$ cat config.mk
export PLATFORM = sky130hd
export DESIGN_NAME = led_bank_arbiter
export DESIGN_NICKNAME = d
export VERILOG_FILES = /design/src/rtl/led_arb_pkg.sv /design/src/rtl/blink_timer.sv /design/src/rtl/led_bank_arbiter.sv
export SDC_FILE = /design/constraint.sdc
export NUM_CORES = 1
export LEC_CHECK = 0
export ABC_AREA = 0
export CAP_MARGIN = 5
export CORE_MARGIN = 4
export CORE_UTILIZATION = 45
export CTS_BUF_LIST = sky130_fd_sc_hd__clkbuf_16
export DETAILED_ROUTE_END_ITERATION = 12
export PLACE_DENSITY = 0.67
export SLEW_MARGIN = 20
export SYNTH_ARGS = -nofsm -noshare
export SYNTH_HDL_FRONTEND = slang
export SYNTH_SLANG_ARGS = --single-unit
$ cat constraint.sdc
create_clock -name clck -period 9.35 [get_ports clck]
set_clock_uncertainty 0.05 [all_clocks]
set_input_delay 2.3375 -clock clck [delete_from_list [all_inputs] [get_ports clck]]
set_output_delay 2.3375 -clock clck [all_outputs]
set_load 0.05 [all_outputs]
$ cat src/rtl/led_arb_pkg.sv
// Shared types and round-robin picker for the LED bank arbiter.
package led_arb_pkg;

  localparam int unsigned LED_W   = 4;
  localparam int unsigned MAX_REQ = 8;
  localparam int unsigned IDX_W   = 3;

  typedef enum logic {
    IDLE,
    SHOW
  } state_t;

  typedef struct packed {
    logic             valid;
    logic [IDX_W-1:0] idx;
  } pick_t;

  // First set bit scanning upward from ptr+1, wrapping. Callers zero-fill
  // unused request bits, so wrapping at MAX_REQ matches wrapping at NREQ.
  function automatic pick_t rr_pick(input logic [MAX_REQ-1:0] req,
                                    input logic [IDX_W-1:0]   ptr);
    pick_t            p;
    logic [IDX_W-1:0] c;
    p = '0;
    for (int unsigned k = 1; k <= MAX_REQ; k++) begin
      c = ptr + IDX_W'(k);
      if (!p.valid && req[c]) begin
        p.valid = 1'b1;
        p.idx   = c;
      end
    end
    return p;
  endfunction

endpackage

$ cat src/rtl/blink_timer.sv
// Blink half-period prescaler and phase flop; restart forces phase on, count 0.
module blink_timer #(
  parameter int unsigned BLINK_HALF = 10_000_000
) (
  input  logic clk_i,
  input  logic rst_ni,
  input  logic en_i,
  input  logic restart_i,
  output logic phase_nxt_o
);

  localparam int unsigned BW = (BLINK_HALF > 1) ? $clog2(BLINK_HALF) : 1;

  logic [BW-1:0] cnt_q, cnt_d;
  logic          phase_q, phase_d;

  always_comb begin
    cnt_d   = cnt_q;
    phase_d = phase_q;
    if (restart_i) begin
      cnt_d   = '0;
      phase_d = 1'b1;
    end else if (en_i) begin
      if (cnt_q == BW'(BLINK_HALF - 1)) begin
        cnt_d   = '0;
        phase_d = ~phase_q;
      end else begin
        cnt_d = cnt_q + 1'b1;
      end
    end
  end

  always_ff @(posedge clk_i or negedge rst_ni) begin
    if (!rst_ni) begin
      cnt_q   <= '0;
      phase_q <= 1'b1;
    end else begin
      cnt_q   <= cnt_d;
      phase_q <= phase_d;
    end
  end

  // Registered LED output needs the phase that will hold after this edge.
  assign phase_nxt_o = phase_d;

endmodule

$ cat src/rtl/led_bank_arbiter.sv
// Round-robin time-sharing of the LED bank between NREQ requesters.
// Define LED_ARB_FIXED_PRIO_EN for fixed lowest-index priority with preemption.
module led_bank_arbiter
  import led_arb_pkg::*;
#(
  parameter int unsigned NREQ       = 4,
  parameter int unsigned DWELL      = 10_000_000,
  parameter int unsigned BLINK_HALF = 10_000_000
) (
  input  logic                  clck,
  input  logic                  reset,
  input  logic [NREQ-1:0]       req,
  input  logic [LED_W*NREQ-1:0] pattern,
  input  logic [NREQ-1:0]       blink,
  output logic [NREQ-1:0]       grant,
  output logic [LED_W-1:0]      led,
  output logic                  busy
);

  localparam int unsigned DW = (DWELL > 1) ? $clog2(DWELL) : 1;

  state_t             state_q, state_d;
  logic [IDX_W-1:0]   ptr_q, ptr_d;
  logic [NREQ-1:0]    grant_q, grant_d;
  logic [LED_W-1:0]   led_q, led_d;
  logic [LED_W-1:0]   pat_q, pat_d;
  logic               blk_q, blk_d;
  logic [DW-1:0]      dwell_q, dwell_d;

  logic [MAX_REQ-1:0] req_ext;
  pick_t              pick;
  logic [LED_W-1:0]   sel_pat;
  logic               sel_blk;
  logic               slot_end;
  logic               arbitrate;
  logic               restart;
  logic               phase_nxt;

  blink_timer #(.BLINK_HALF(BLINK_HALF)) u_blink_timer (
    .clk_i       (clck),
    .rst_ni      (reset),
    .en_i        (state_q == SHOW),
    .restart_i   (restart),
    .phase_nxt_o (phase_nxt)
  );

  always_comb begin
    req_ext             = '0;
    req_ext[NREQ-1:0]   = req;
    pick                = rr_pick(req_ext, ptr_q);
    sel_pat             = '0;
    sel_blk             = 1'b0;
    for (int unsigned i = 0; i < NREQ; i++) begin
      if (pick.idx == IDX_W'(i)) begin
        sel_pat = pattern[LED_W*i +: LED_W];
        sel_blk = blink[i];
      end
    end
  end

`ifdef LED_ARB_FIXED_PRIO_EN
  // grant_q is one-hot in SHOW, so grant_q-1 masks every lower index.
  assign slot_end = (dwell_q == DW'(DWELL - 1)) || !(|(req & grant_q)) ||
                    (|(req & (grant_q - NREQ'(1))));
`else
  assign slot_end = (dwell_q == DW'(DWELL - 1)) || !(|(req & grant_q));
`endif

  always_comb begin
    state_d   = state_q;
    ptr_d     = ptr_q;
    grant_d   = grant_q;
    led_d     = led_q;
    pat_d     = pat_q;
    blk_d     = blk_q;
    dwell_d   = dwell_q;
    restart   = 1'b0;
    arbitrate = 1'b0;

    case (state_q)
      IDLE: arbitrate = 1'b1;
      SHOW: begin
        if (slot_end) begin
          arbitrate = 1'b1;
        end else begin
          dwell_d = dwell_q + 1'b1;
          led_d   = blk_q ? (pat_q & {LED_W{phase_nxt}}) : pat_q;
        end
      end
      default: arbitrate = 1'b1;
    endcase

    if (arbitrate) begin
      dwell_d = '0;
      if (pick.valid) begin
        state_d = SHOW;
        grant_d = NREQ'(1) << pick.idx;
`ifndef LED_ARB_FIXED_PRIO_EN
        ptr_d   = pick.idx;
`endif
        pat_d   = sel_pat;
        blk_d   = sel_blk;
        led_d   = sel_pat;
        restart = 1'b1;
      end else begin
        state_d = IDLE;
        grant_d = '0;
        led_d   = '0;
      end
    end
  end

  // Fixed-priority builds keep the pointer at NREQ-1, so the scan starts at 0.
  always_ff @(posedge clck or negedge reset) begin
    if (!reset) begin
      state_q <= IDLE;
      ptr_q   <= IDX_W'(NREQ - 1);
      grant_q <= '0;
      led_q   <= '0;
      pat_q   <= '0;
      blk_q   <= 1'b0;
      dwell_q <= '0;
    end else begin
      state_q <= state_d;
      ptr_q   <= ptr_d;
      grant_q <= grant_d;
      led_q   <= led_d;
      pat_q   <= pat_d;
      blk_q   <= blk_d;
      dwell_q <= dwell_d;
    end
  end

  assign grant = grant_q;
  assign led   = led_q;
  assign busy  = (state_q == SHOW);

endmodule

Yosys cells after proc, flatten, opt, wreduce, memory -nomap -nowiden. Index checks and enable logic that the tools add are counted.

Register bits after elaboration: 66. Input port bits: 26. Output and inout bits: 9.

Add/sub/neg operators: 9. Order comparisons: 8. Equal/unequal tests: 6. Shift operators: 1. Mux-type cells: 51. Bitwise logic cells: 4. Reductions and logical operators: 22.

Operators by type and width (count): $mux W24 (6); $mux W4 (18); $add A24 B1 Y24 const B (2); $eq A24 B24 Y1 const B (2); $lt A3 B4 Y1 const B (8); $bmux W1 S3 (8); $mux W1 (18); $add A3 B3 Y3 const B (4); $and A4 B4 Y4 (2); $logic_not A1 Y1 (8); $logic_and A1 B1 Y1 (7); $add A3 B2 Y3 const B (2); $eq A3 B2 Y1 const B (2); $reduce_and A2 Y1 (2); $reduce_bool A2 Y1 (2); $reduce_or A4 Y1 (1); $shl A1 B3 Y4 const A (1); $add A3 B1 Y3 const B (1); $eq A3 B1 Y1 const B (1); $logic_not A3 Y1 (1); $ne A2 B1 Y1 const B (1); $not A1 Y1 (2); $pmux W1 S2 (1); $logic_or A1 B1 Y1 (1).

Logic depth before layout (Yosys ltp).
Depth in word-level cells: 33. Gate-level depth with buffers: 15. Mapped depth without buffers: 10.

By module. A second synthesis with hierarchy kept.

Cells, all modules: 441. Area, all modules: 4025.1 µm².

By module, submodules not included: led_bank_arbiter (instances 1, cells an instance 296, area an instance 2653.8 µm²); blink_timer (instances 1, cells an instance 145, area an instance 1371.3 µm²).

Worst setup path before layout. Ideal clock, no wire load.

Path kind: input-to-reg. Start: input req[2]. End: register blk_q. Library setup time: 0.126 ns. Arrival: 4.239 ns. Slack: 4.935 ns. Stages on the path: 9. Path buffers: 1. Cells stage by stage: mux4_2 > o21bai_4 > nor3_2 > a21oi_1 > o21ai_2 > buf_6 > mux2_2 > a211oi_1 > o21ai_1.

Word-level cells in the longest chain between the ends: 29. Elaborated cells between the ends (all ways): 53. Those cells by class: eq/ne (3); mux (30); bitwise (1); reduce/logical (19).

Ends and longest elaborated chain: start: declaration (RTL line led_bank_arbiter.sv:12) `input logic [NREQ-1:0] req,`; $bmux W1 S3 (RTL line led_arb_pkg.sv:27) `if (!p.valid && req[c]) begin`; $mux W1 (implied by the code) (RTL line led_arb_pkg.sv:27); $mux W4 (RTL line led_arb_pkg.sv:27); $logic_not A1 Y1 (RTL line led_arb_pkg.sv:27); $logic_and A1 B1 Y1 (RTL line led_arb_pkg.sv:27); $mux W4 (RTL line led_arb_pkg.sv:27); $logic_not A1 Y1 (RTL line led_arb_pkg.sv:27); $logic_and A1 B1 Y1 (RTL line led_arb_pkg.sv:27); (+10 left out); $logic_not A1 Y1 (RTL line led_arb_pkg.sv:27); $logic_and A1 B1 Y1 (RTL line led_arb_pkg.sv:27); $mux W4 (RTL line led_arb_pkg.sv:27); $logic_not A1 Y1 (RTL line led_arb_pkg.sv:27); $logic_and A1 B1 Y1 (RTL line led_arb_pkg.sv:27); $mux W4 (RTL line led_arb_pkg.sv:27); $logic_not A3 Y1 (RTL line led_bank_arbiter.sv:54) `if (pick.idx == IDX_W'(i)) begin`; $mux W1 (4 in a row) (RTL line led_bank_arbiter.sv:54); end signal: assignment (RTL line led_bank_arbiter.sv:129) `blk_q <= blk_d;`; end: declaration (RTL line led_bank_arbiter.sv:27) `logic blk_q, blk_d;`.

Several ways; a longest one is shown, not always the timed one. The select of a mux whose other input is x is not followed. A chain may end at the register's enable or synchronous reset.

Final worst setup path.
Start: input req[2]. End: register led_q[2], in the netlist led[2].

Word-level cells in the longest chain between the ends: 32. Elaborated cells between the ends (all ways): 64. Those cells by class: eq/ne (4); mux (38); bitwise (2); reduce/logical (20).

Ends and longest elaborated chain: $bmux W1 S3 (RTL line led_arb_pkg.sv:27); $mux W1 (implied by the code) (RTL line led_arb_pkg.sv:27); $mux W4 (RTL line led_arb_pkg.sv:27); $logic_not A1 Y1 (RTL line led_arb_pkg.sv:27); $logic_and A1 B1 Y1 (RTL line led_arb_pkg.sv:27); $mux W4 (RTL line led_arb_pkg.sv:27); $logic_not A1 Y1 (RTL line led_arb_pkg.sv:27); $logic_and A1 B1 Y1 (RTL line led_arb_pkg.sv:27); (+16 left out); $mux W1 (RTL line led_bank_arbiter.sv:95) `if (pick.valid) begin`; $mux W1 (RTL line led_bank_arbiter.sv:93) `if (arbitrate) begin`; $mux W1 (RTL line blink_timer.sv:20) `if (restart_i) begin`; $and A4 B4 Y4 (RTL line led_bank_arbiter.sv:87) `led_d = blk_q ? (pat_q & {LED_W{phase_nxt}}) : pat_q;`; $mux W4 (RTL line led_bank_arbiter.sv:87); $mux W4 (RTL line led_bank_arbiter.sv:83) `if (slot_end) begin`; $mux W4 (RTL line led_bank_arbiter.sv:80) `case (state_q)`; $mux W4 (RTL line led_bank_arbiter.sv:93); end signal: assignment (RTL line led_bank_arbiter.sv:127) `led_q <= led_d;`; end: declaration (RTL line led_bank_arbiter.sv:25) `logic [LED_W-1:0] led_q, led_d;`.

Several ways; a longest one is shown, not always the timed one. The select of a mux whose other input is x is not followed.

==> flow_summary_export.csv <==
group,metric,value,unit
yosys,yosysSeqAreaShare,38.7,%
layout,drive_gt1_share,9.54,%
timing,holdWs,0.435,ns
place,portBuffers,34,
clock_tree,clk_path_buf_depth,2,
setup_path,critical_path_class,"in2reg",
layout,syn_to_final_growth,15.5,%
yosys,synth_edf_count,0,
floorplan,start_util,46.3,%
timing,post-route-period-util,56.2,%
clock_tree,cts_hold_buf,0,
timing,rsz0062_at_grt,"false",
floorplan,fp.dieH,105,um
min_path,min_delay_path_depth,1,
grt,grt_overflow,0,
clock_tree,cts-root-buf,"clkbuf_16",
layout,nets,529,
grt,grt_max_degree,67,
routing,drc,0,
timing,final.min_clock_period,5.26,ns
yosys,yosys_most_used_dff,"dfrtp_1",
layout,final_cells,632,
setup_path,reg2reg_slack,4.79,ns
layout,n_antenna_cell,0,
grt,grt_use_total,17.1,%
clock_tree,clkSinkCount,66,
routing,vias,3504,
layout,regArea,1660,um^2
timing,worst_pin_slew,0.810,ns
timing,hold_viol_final,0,
yosys,syn_inst,474,
clock_tree,htree_levels,3,
yosys,syn_nets,504,
layout,fillers,838,
routing,drt-vias-per-instance,5.54,
floorplan,die_w,105,um
setup_path,crit_family,"compound AO/OA/AOI/OAI gates",
min_path,min_path_type,"reg2reg",
timing,slew_headroom,46.0,%
clock_tree,path_clk_slew,0.05,ns
yosys,synth_top_area_cell,"dfrtp_1",
floorplan,core_area,9240,um^2
timing,setup_viol_count_final,0,
min_path,min_to,"dwell_q[0]",
yosys,synth.top_cells.by_area,"dfrtp_1 37%, xor2_1 5.3%, nor2_1 5.0%, mux2i_1 3.7%, nand2_1 3.7%",
setup_path,path_max_fanout,26,
yosys,ys_ff_latch,66,
setup_path,reg2reg_from,"ptr_q[0]",
yosys,yosys.area.top_type_share,36.9,%
yosys,ys.warnings.count,0,
routing,drtIter0Drc,157,
setup_path,worst_path_largest_cell_delay,0.62,ns
timing,fmax,0.190,GHz
yosys,yosys-top-cells-count,"63 x dfrtp_1, 57 x nor2_1, 42 x nand2_1",
yosys,synthArstFlopShare,100,%
setup_path,path_buf_inv,2,
setup_path,arrival,5.44,ns
place,place_inst,617,
power,power_density,315,nW/um^2
routing,ant_nets,0,
yosys,synth.most_common_cell,"dfrtp_1",
place,hpwl,6.37,mm
grt,grt_pass1_wl,15.9,mm
yosys,avgSynthCellArea,9.02,um^2
clock_tree,clkLatencyLatePin,0.32,ns
flow_run,cap_violations,0,
setup_path,crit_path_cell_trace,"clkdlybuf4s50_1 -> a22o_1 -> o21ai_0 -> a31o_2 -> clkinv_1 -> nor2_1 -> nand2_2 -> o211ai_1",
timing,fin_setup_tns,0,ns
clock_tree,postCtsSetupBuffers,0,
setup_path,cp_slowest_cell,"nor2_1",
layout,multi_input_area,2450,um^2
timing,drv_slew,0,
power,ir_drop,0.255,mV
setup_path,rr_worst_depth,10,
routing,routed_wl,9.01,mm
routing,firstDrtPassIters,4,
floorplan,dieArea,11100,um^2
grt,first_global_vias,3392,
clock_tree,cts_tree,"yes",
yosys,yosysUniqueCellTypes,66,
setup_path,startpoint_type,"input pin",
status,status,"finished, final reports clean",
routing,wire_per_inst,14.3,um
floorplan,rows,35,
min_path,hold_start,"dwell_q[0]",
grt,antenna_found_initial,0,
clock_tree,cts_resized,0,
clock_tree,cts-buffers-inserted,9,
setup_path,critPathCaptureType,"register",
place,gp_congestion,0.898,
floorplan,ioPinCount,35,
yosys,syn_area,4270,um^2
setup_path,r2r-end,"blk_q",
power,leakage,0.00197,uW
setup_path,required,9.53,ns
-- power by group --
| group | internal (uW) | total (uW) | switching, uW |
|---|---|---|---|
| combinational | 334 | 839 | 505 |
| clock | 200 | 312 | 112 |
| sequential | 340 | 404 | 63.9 |
-- kinds of logic after synthesis --
group | synth area share, %
AOI/OAI and AO/OA | 14.1
xor gates and xnor gates | 7.38
adders and majority gates | 1.17
buffers and inverters | 3.98
DFF | 38.7
muxes | 8.02
and+or+nand+nor | 26.7
-- metrics by stage --
step           power [uW]  cell area (um^2)  utilization, %  worst slack (ns)
2_1_floorplan        1090              4270               -              4.93
3_3_place_gp         1230              4660            50.4              3.76
3_5_place_dp         1240              4660            50.4              3.73
4_1_cts              1570              4930            53.4              4.00
5_1_grt              1680              4940            53.4              3.76
6_report             1560              4940            53.4              4.09
-- layout make-up --
cell class              instances  share of cell area, %
multi-input cells             374                   49.7
clock buffers                   9                   4.56
repair buffers                 35                   6.95
well taps                     129                   3.27
flip-flops and latches         66                   33.5
inverters                      13                  0.989
clock inverters                 6                   1.01
-- layout by cell type, fill, tap and decap left out, drive strengths merged, types with 8 or more instances in the layout --
cell type / n
inv: 13
o21ai: 26
nand2: 45
nand3: 20
nor2: 57
clkdlybuf4s50: 33
xor2: 26
o211ai: 8
and3: 13
xnor2: 10
nor3: 19
dfrtp: 63
clkbuf: 9
nand4: 18
mux2i: 17
a21oi: 18
-- how the worst max path moves through the flow --
stage	start	to	slack, ns	depth (start not counted)
2_1_floorplan	req[2]	blk_q	4.93	9
3_3_place_gp	req[2]	led[2]	3.76	8
3_5_place_dp	req[2]	led[2]	3.73	8
4_1_cts	req[2]	led[2]	4.00	8
5_1_grt	req[2]	led[1]	3.76	8
6_report	req[2]	led[2]	4.09	8
-- layer usage --
metal	global-route usage [%]	part of all wire [%]
met1	23.1	47
met2	27.9	49
met3	2.51	3.1
met4	6.37	1.3
met5	0	0
-- registers in the layout, indices dropped and copies added, names as in the netlist --
signal,cells
dwell_q,24
u_blink_timer.cnt_q,24
grant,4
led,4
pat_q,4
ptr_q,3
blk_q,1
busy,1
u_blink_timer.phase_q,1
Power figures use the tool's default switching activity.
